File: src/rtl/tty_console.sv
`default_nettype none
// ============================================================================
// Module : tty_console
// Brief  : PDP-8 style console teletype. A keyboard device (serial receiver)
//          and a printer device (serial transmitter), both 8N1, driven by
//          IOT instructions. The interrupt request is a level signal.
// Rev    : 1.0  initial release
// ============================================================================
module tty_console #(
  parameter int unsigned CLKS_PER_BIT = 1250,
  parameter logic [5:0]  RX_DEV       = 6'o03,
  parameter logic [5:0]  TX_DEV       = 6'o04
) (
  input  logic        SYSCLK,
  input  logic        RESETn,
  input  logic        IOT,
  input  logic [11:0] IR,
  input  logic [11:0] AC,
  output logic        ACK,
  output logic        SKIP,
  output logic        AC_CLR,
  output logic        AC_OR,
  output logic [11:0] DOUT,
  output logic        IRQ,
  input  logic        RXD,
  output logic        TXD,
  output logic        FERR
);

  localparam int unsigned       CNT_W     = 12;
  localparam logic [CNT_W-1:0]  BIT_LAST  = CNT_W'(CLKS_PER_BIT - 1);
  localparam logic [CNT_W-1:0]  HALF_LAST = CNT_W'(CLKS_PER_BIT / 2 - 1);

  localparam logic [2:0] RX_IDLE  = 3'd0;
  localparam logic [2:0] RX_START = 3'd1;
  localparam logic [2:0] RX_DATA  = 3'd2;
  localparam logic [2:0] RX_STOP  = 3'd3;
  localparam logic [2:0] RX_BRK   = 3'd4;  // bad stop bit: wait for line high

  localparam logic [1:0] TX_IDLE  = 2'd0;
  localparam logic [1:0] TX_START = 2'd1;
  localparam logic [1:0] TX_DATA  = 2'd2;
  localparam logic [1:0] TX_STOP  = 2'd3;

  // ---------------------------------------------------------------- decode
  logic       iot_ok, kbd_sel, prn_sel;
  logic [2:0] fn;
  logic       ack_d, skip_d, ac_clr_d, ac_or_d;
  logic       kflag_clr, ferr_clr, ie_wr, tflag_set, tflag_clr, tx_go;
  logic       ack_q, skip_q, ac_clr_q, ac_or_q;

  logic       kflag_q, kflag_d, tflag_q, tflag_d, ie_q, ie_d;
  logic       ferr_q, ferr_d, irq_q;
  logic [7:0] rbuf_q, rbuf_d;
  logic [11:0] dout_q;

  logic       rxd_s1_q, rxd_s2_q, rxd_prev_q, rx_fall;
  logic [2:0] rx_state_q, rx_state_d;
  logic [CNT_W-1:0] rx_cnt_q, rx_cnt_d;
  logic [2:0] rx_bit_q, rx_bit_d;
  logic [7:0] rx_sh_q, rx_sh_d;
  logic       rx_done, rx_ferr_set;

  logic [1:0] tx_state_q, tx_state_d;
  logic [CNT_W-1:0] tx_cnt_q, tx_cnt_d;
  logic [2:0] tx_bit_q, tx_bit_d;
  logic [7:0] tx_sh_q, tx_sh_d;
  logic       txd_q, txd_d, tx_done;

  logic       unused_ac;
  assign unused_ac = ^AC[11:8];

  assign fn      = IR[2:0];
  assign iot_ok  = IOT && (IR[11:9] == 3'b110);
  assign kbd_sel = iot_ok && (IR[8:3] == RX_DEV);
  assign prn_sel = iot_ok && (IR[8:3] == TX_DEV) && !kbd_sel;

  // Decode the addressed IOT function into handshake bits and flag actions
  always_comb begin
    ack_d     = kbd_sel | prn_sel;
    skip_d    = 1'b0;
    ac_clr_d  = 1'b0;
    ac_or_d   = 1'b0;
    kflag_clr = 1'b0;
    ferr_clr  = 1'b0;
    ie_wr     = 1'b0;
    tflag_set = 1'b0;
    tflag_clr = 1'b0;
    tx_go     = 1'b0;
    if (kbd_sel) begin
      case (fn)
        3'd0:      begin kflag_clr = 1'b1; ferr_clr = 1'b1; end
        3'd1:      skip_d = kflag_q;
        3'd2,
        3'd3:      begin kflag_clr = 1'b1; ac_clr_d = 1'b1; end
        3'd4:      ac_or_d = 1'b1;
        3'd5:      ie_wr = 1'b1;
        default:   begin kflag_clr = 1'b1; ac_clr_d = 1'b1; ac_or_d = 1'b1; end
      endcase
    end else if (prn_sel) begin
      case (fn)
        3'd0:    tflag_set = 1'b1;
        3'd1:    skip_d = tflag_q;
        3'd2:    tflag_clr = 1'b1;
        3'd4:    tx_go = 1'b1;
        3'd6:    begin tflag_clr = 1'b1; tx_go = 1'b1; end
        default: ;
      endcase
    end
  end

  // Flag updates: a completion (set) always beats a same-cycle clear
  always_comb begin
    kflag_d = rx_done ? 1'b1 : (kflag_clr ? 1'b0 : kflag_q);
    tflag_d = (tx_done || tflag_set) ? 1'b1 : (tflag_clr ? 1'b0 : tflag_q);
    ie_d    = ie_wr ? AC[0] : ie_q;
    ferr_d  = rx_ferr_set ? 1'b1 : (ferr_clr ? 1'b0 : ferr_q);
    rbuf_d  = rx_done ? rx_sh_q : rbuf_q;
  end

  // Handshake outputs, flags, buffers and the RXD synchronizer
  always_ff @(posedge SYSCLK or negedge RESETn) begin
    if (!RESETn) begin
      ack_q      <= 1'b0;
      skip_q     <= 1'b0;
      ac_clr_q   <= 1'b0;
      ac_or_q    <= 1'b0;
      kflag_q    <= 1'b0;
      tflag_q    <= 1'b0;
      ie_q       <= 1'b1;
      ferr_q     <= 1'b0;
      irq_q      <= 1'b0;
      rbuf_q     <= 8'h00;
      dout_q     <= 12'h000;
      // Reset low so a line already low at release is not taken as an edge
      rxd_s1_q   <= 1'b0;
      rxd_s2_q   <= 1'b0;
      rxd_prev_q <= 1'b0;
    end else begin
      ack_q      <= ack_d;
      skip_q     <= skip_d;
      ac_clr_q   <= ac_clr_d;
      ac_or_q    <= ac_or_d;
      kflag_q    <= kflag_d;
      tflag_q    <= tflag_d;
      ie_q       <= ie_d;
      ferr_q     <= ferr_d;
      irq_q      <= ie_d & (kflag_d | tflag_d);
      rbuf_q     <= rbuf_d;
      // DOUT trails the buffer by one cycle so a read racing a load sees old data
      dout_q     <= {4'h0, rbuf_q};
      rxd_s1_q   <= RXD;
      rxd_s2_q   <= rxd_s1_q;
      rxd_prev_q <= rxd_s2_q;
    end
  end

  assign rx_fall = rxd_prev_q & ~rxd_s2_q;

  // ---------------------------------------------------------------- receiver
  // Receiver state register
  always_ff @(posedge SYSCLK or negedge RESETn) begin
    if (!RESETn) rx_state_q <= RX_IDLE;
    else         rx_state_q <= rx_state_d;
  end

  // Receiver next-state logic
  always_comb begin
    rx_state_d = rx_state_q;
    case (rx_state_q)
      RX_IDLE:  if (rx_fall) rx_state_d = RX_START;
      RX_START: if (rx_cnt_q == HALF_LAST) rx_state_d = rxd_s2_q ? RX_IDLE : RX_DATA;
      RX_DATA:  if (rx_cnt_q == BIT_LAST && rx_bit_q == 3'd7) rx_state_d = RX_STOP;
      RX_STOP:  if (rx_cnt_q == BIT_LAST) rx_state_d = rxd_s2_q ? RX_IDLE : RX_BRK;
      RX_BRK:   if (rxd_s2_q) rx_state_d = RX_IDLE;
      default:  rx_state_d = RX_IDLE;
    endcase
  end

  // Receiver datapath: bit timer, bit index, shift register, completion
  always_comb begin
    rx_cnt_d    = '0;
    rx_bit_d    = rx_bit_q;
    rx_sh_d     = rx_sh_q;
    rx_done     = 1'b0;
    rx_ferr_set = 1'b0;
    case (rx_state_q)
      RX_START: begin
        rx_bit_d = 3'd0;
        if (rx_cnt_q != HALF_LAST) rx_cnt_d = rx_cnt_q + CNT_W'(1);
      end
      RX_DATA: begin
        if (rx_cnt_q == BIT_LAST) begin
          rx_sh_d  = {rxd_s2_q, rx_sh_q[7:1]};
          rx_bit_d = rx_bit_q + 3'd1;
        end else begin
          rx_cnt_d = rx_cnt_q + CNT_W'(1);
        end
      end
      RX_STOP: begin
        if (rx_cnt_q == BIT_LAST) begin
          rx_done     = rxd_s2_q;
          rx_ferr_set = !rxd_s2_q;
        end else begin
          rx_cnt_d = rx_cnt_q + CNT_W'(1);
        end
      end
      default: rx_bit_d = 3'd0;
    endcase
  end

  // Receiver datapath registers
  always_ff @(posedge SYSCLK or negedge RESETn) begin
    if (!RESETn) begin
      rx_cnt_q <= '0;
      rx_bit_q <= 3'd0;
      rx_sh_q  <= 8'h00;
    end else begin
      rx_cnt_q <= rx_cnt_d;
      rx_bit_q <= rx_bit_d;
      rx_sh_q  <= rx_sh_d;
    end
  end

  // ---------------------------------------------------------------- transmitter
  // Transmitter state register
  always_ff @(posedge SYSCLK or negedge RESETn) begin
    if (!RESETn) tx_state_q <= TX_IDLE;
    else         tx_state_q <= tx_state_d;
  end

  // Transmitter next-state logic; a start request outside IDLE is ignored
  always_comb begin
    tx_state_d = tx_state_q;
    case (tx_state_q)
      TX_IDLE:  if (tx_go) tx_state_d = TX_START;
      TX_START: if (tx_cnt_q == BIT_LAST) tx_state_d = TX_DATA;
      TX_DATA:  if (tx_cnt_q == BIT_LAST && tx_bit_q == 3'd7) tx_state_d = TX_STOP;
      TX_STOP:  if (tx_cnt_q == BIT_LAST) tx_state_d = TX_IDLE;
      default:  tx_state_d = TX_IDLE;
    endcase
  end

  // Transmitter datapath: bit timer, shifter and registered serial output
  always_comb begin
    tx_cnt_d = '0;
    tx_bit_d = tx_bit_q;
    tx_sh_d  = tx_sh_q;
    txd_d    = txd_q;
    tx_done  = 1'b0;
    case (tx_state_q)
      TX_IDLE: begin
        tx_bit_d = 3'd0;
        txd_d    = 1'b1;
        if (tx_go) begin
          tx_sh_d = AC[7:0];
          txd_d   = 1'b0;
        end
      end
      TX_START: begin
        if (tx_cnt_q == BIT_LAST) txd_d = tx_sh_q[0];
        else                      tx_cnt_d = tx_cnt_q + CNT_W'(1);
      end
      TX_DATA: begin
        if (tx_cnt_q == BIT_LAST) begin
          tx_bit_d = tx_bit_q + 3'd1;
          if (tx_bit_q == 3'd7) begin
            txd_d = 1'b1;
          end else begin
            tx_sh_d = {1'b0, tx_sh_q[7:1]};
            txd_d   = tx_sh_q[1];
          end
        end else begin
          tx_cnt_d = tx_cnt_q + CNT_W'(1);
        end
      end
      default: begin
        if (tx_cnt_q == BIT_LAST) tx_done = 1'b1;
        else                      tx_cnt_d = tx_cnt_q + CNT_W'(1);
      end
    endcase
  end

  // Transmitter datapath registers
  always_ff @(posedge SYSCLK or negedge RESETn) begin
    if (!RESETn) begin
      tx_cnt_q <= '0;
      tx_bit_q <= 3'd0;
      tx_sh_q  <= 8'h00;
      txd_q    <= 1'b1;
    end else begin
      tx_cnt_q <= tx_cnt_d;
      tx_bit_q <= tx_bit_d;
      tx_sh_q  <= tx_sh_d;
      txd_q    <= txd_d;
    end
  end

  assign ACK    = ack_q;
  assign SKIP   = skip_q;
  assign AC_CLR = ac_clr_q;
  assign AC_OR  = ac_or_q;
  assign DOUT   = dout_q;
  assign IRQ    = irq_q;
  assign TXD    = txd_q;
  assign FERR   = ferr_q;

endmodule
`default_nettype wire
File: config.mk
export PLATFORM = sky130hd
export DESIGN_NAME = tty_console
export DESIGN_NICKNAME = d
export VERILOG_FILES = /design/src/rtl/tty_console.sv
export SDC_FILE = /design/constraint.sdc
export NUM_CORES = 1
export LEC_CHECK = 0
export CAP_MARGIN = 0
export CORE_AREA = 2 2 94 96
export CTS_CLUSTER_SIZE = 14
export DETAILED_ROUTE_END_ITERATION = 12
export DIE_AREA = 0 0 96 98
export PLACE_DENSITY_LB_ADDON = 0.3
export SYNTH_ARGS = -nofsm -noshare
export SYNTH_HDL_FRONTEND = slang
export SYNTH_SLANG_ARGS = --single-unit
export TNS_END_PERCENT = 1
File: constraint.sdc
create_clock -name SYSCLK -period 2.8 [get_ports SYSCLK]
set_input_delay 0.28 -clock SYSCLK [delete_from_list [all_inputs] [get_ports SYSCLK]]
set_output_delay 0.28 -clock SYSCLK [all_outputs]
set_load 0.005 [all_outputs]
==> summary.txt <==
Cell Rows -> 34
Detail Placement HPWL -> 4710 µm
CTS Sinks -> 80
Remaining DRCs -> 0
Syn-to-layout area delta -> 19.5%
I/O Buffers -> 38
Synth unique cells -> 50
Final Max Slew Viols -> 0
Peak VDD IR -> 0.393 mV
H-tree Lvls -> 3
WP buf/inv -> 0
Setup violators final -> 0
Tightest Pin Transition -> 983 ps
WL per Instance -> 13.9 µm
Cell chosen for the clock root -> clkbuf_8
Initial DRC count -> 91
Die W -> 96 µm
Most used flip-flop cell after synthesis -> dfrtp_1
Number of flops mapped to enable cells by yosys -> 0
Crit. End Element -> register
R2r worst-path depth -> 4
Layout fillers -> 736
Vias per cell -> 5.25
CTS tree -> done
DRT Pass-1 Iters -> 4
Rel. slew slack -> 34.5%
RSZ-0062 raised after global routing -> no
CP startpoint kind -> register
Initial antenna violation count -> 0
Status -> finished, final reports clean
IO Count -> 47
Clock Path Buffers -> 2
Number of global-route vias before repair -> 2530
Mapped Avg Cell Area -> 11.6 µm²
Post-Syn Area -> 0.00373 mm²
Lkg Pwr -> 0.00195 µW
Clock Skews -> 10.8 ps
Cell Pwr Density -> 647 mW/mm²
Critical-path cell list -> or4b_1 -> or4_4 -> nor3_4 -> mux2_2
Final hold violation count -> 0
Tcrit/Tclk final -> 90.9%
Tot Pwr -> 2880 µW
TritonCTS buffer count -> 9
Via count -> 2535
Ant diodes -> 0
Die ar. -> 0.00941 mm²
Worst-path clk slew -> 100 ps
Layout cells sized above 1 -> 18.9%
Largest net degree at the start of global routing -> 81
Postcts setup bufs -> 0
Ys async rst share -> 100%
FMAX -> 0.393 GHz
Antenna Violating Nets Remaining -> 0
Min Tclk post-route -> 2540 ps
Register bit total from synthesis -> 80
Die Height -> 98 µm
Seq/Total Area, Yosys -> 53.8%
Initial core utilization -> 44.0%
Nets -> 412
Global-route wire length before repair -> 11600 µm
Cell count after synthesis -> 321
Cts hold-fix bufs -> 0
Worst Path Required -> 3050 ps
Crit. path cell count -> 4
Critical-path maximum fanout -> 8
Syn. warnings -> 0
Total GRT Usage -> 15.7%
Post-CTS sizing -> 0
Clk_lat worst skew -> 350 ps
Critical path's slowest cell -> or4b_1
GRT Residual Overflow -> 0
Placer congestion estimate -> 0.790
Path type of the worst setup path -> register to register
Crit-path leading delay family -> simple AND/OR/NAND/NOR gates
Hold WC Path Type -> primary input to async pin
Crit-path max cell delay -> 630 ps
Crit path DAT -> 2790 ps
Routed WL -> 6690 µm
Core footprint -> 0.00847 mm²
Setup tns final -> 0 ps
MaxCap Viol Count -> 0
==> cells in the final DEF, fill, tap and decap left out, drive strengths merged, types with 5 or more instances in the layout <==
cell type	n
a21oi	7
buf	9
clkbuf	9
clkdlybuf4s50	37
dfrtp	78
ha	14
inv	17
mux2	35
nand2	13
nand3	10
nand3b	5
nand4	10
nor2	34
nor3	10
nor4	5
o21ai	7
xnor2	14
xor2	6
==> cell families (layout without fill, tap and decap cells) <==
| group | Yosys count | in the layout | synth area share (%) |
|---|---|---|---|
| flops | 80 | 80 | 53.8 |
| compound gates | 32 | 32 | 5.91 |
| xor+xnor | 20 | 20 | 4.70 |
| other cells | 1 | 4 | 0.101 |
| mux | 36 | 36 | 10.8 |
| simple gates | 114 | 114 | 17.1 |
| buf+inv | 24 | 75 | 2.82 |
| fa+ha+maj | 14 | 14 | 4.70 |
==> report_power, final <==
group	switching [µW]	leakage (µW)	internal (µW)
Combinational	321	0.000792	353
Clock	486	0.0000985	353
Sequential	91.8	0.00106	1280
Total	898	0.00195	1980
==> state kept, by name, summed over array words and instances, names as in the netlist, 2 cells and up <==
signal      count
tx_cnt_q       12
rx_state_q      3
rx_bit_q        3
tx_sh_q         8
DOUT            8
rx_sh_q         8
tx_bit_q        3
tx_state_q      2
rx_cnt_q       12
rbuf_q          8
==> worst register-to-register path, delay by kind of cell (launching register included) <==
kind / cells / cell delay, ps
and+or+nand+nor: 3 / 1640
DFF: 1 / 420
muxes: 1 / 390
==> cell usage after synthesis (3+ instances only) <==
library cell	number	share of area, %
inv_1	13	1.3
nor2_1	34	3.4
clkbuf_1	6	0.60
and3_1	4	0.67
ha_1	14	4.7
mux2_2	35	11
dfrtp_1	78	52
buf_4	4	0.81
a22o_1	3	0.71
nand3_1	10	1.3
a21oi_1	7	0.94
xnor2_1	14	3.3
nand2b_1	4	0.67
nor2b_1	3	0.50
nor3_1	9	1.2
or2_2	3	0.50
nand2_1	13	1.3
nor4_1	4	0.67
nand4_1	10	1.7
nand3b_1	5	1.0
o21ai_0	7	0.94
xor2_1	6	1.4
==> per-stage QoR <==
stage | std cells | hold slack [ps] | setup WS [ps] | utilization, % | cell area [µm²]
6_report | 483 | 56.1 | 256 | 52.6 | 4450
5_1_grt | 483 | 165 | 190 | 52.6 | 4450
4_1_cts | 483 | 120 | 258 | 52.6 | 4450
3_5_place_dp | 467 | 339 | 281 | 50.3 | 4250
3_3_place_gp | 467 | 339 | 310 | 50.3 | 4250
2_1_floorplan | 324 | -15.6 | 433 | - | 3740
==> routing by layer <==
layer	track usage (%)	wire length, µm	up-vias
met3	3.47	216	7
met2	24.1	3180	40
met1	21.8	3190	1256
met5	0	0	-
met4	5.93	108	0
li1	-	-	1232
==> area by class of cell <==
class	count	area [µm²]	share of cell area, %
Clock buffer	9	124	2.78
Timing Repair Buffer	46	438	9.83
Tap cell	108	135	3.03
Sequential cell	80	2000	45.0
Clock inverter	7	75.1	1.69
Inverter	13	48.8	1.10
Multi-Input combinational cell	220	1630	36.6
==> worst paths after layout <==
check	from	to	slack [ps]
max	rx_cnt_q[3]	rx_sh_q[6]	260
min	RESETn	tx_cnt_q[2]	60
max reg2reg	rx_cnt_q[3]	rx_sh_q[6]	260
min reg2reg	rxd_s1_q	rxd_s2_q	360
max in group asynchronous	RESETn	tx_bit_q[1]	2090
min in group SYSCLK	RXD	rxd_s1_q	350
(Power assumes the default switching activity.)
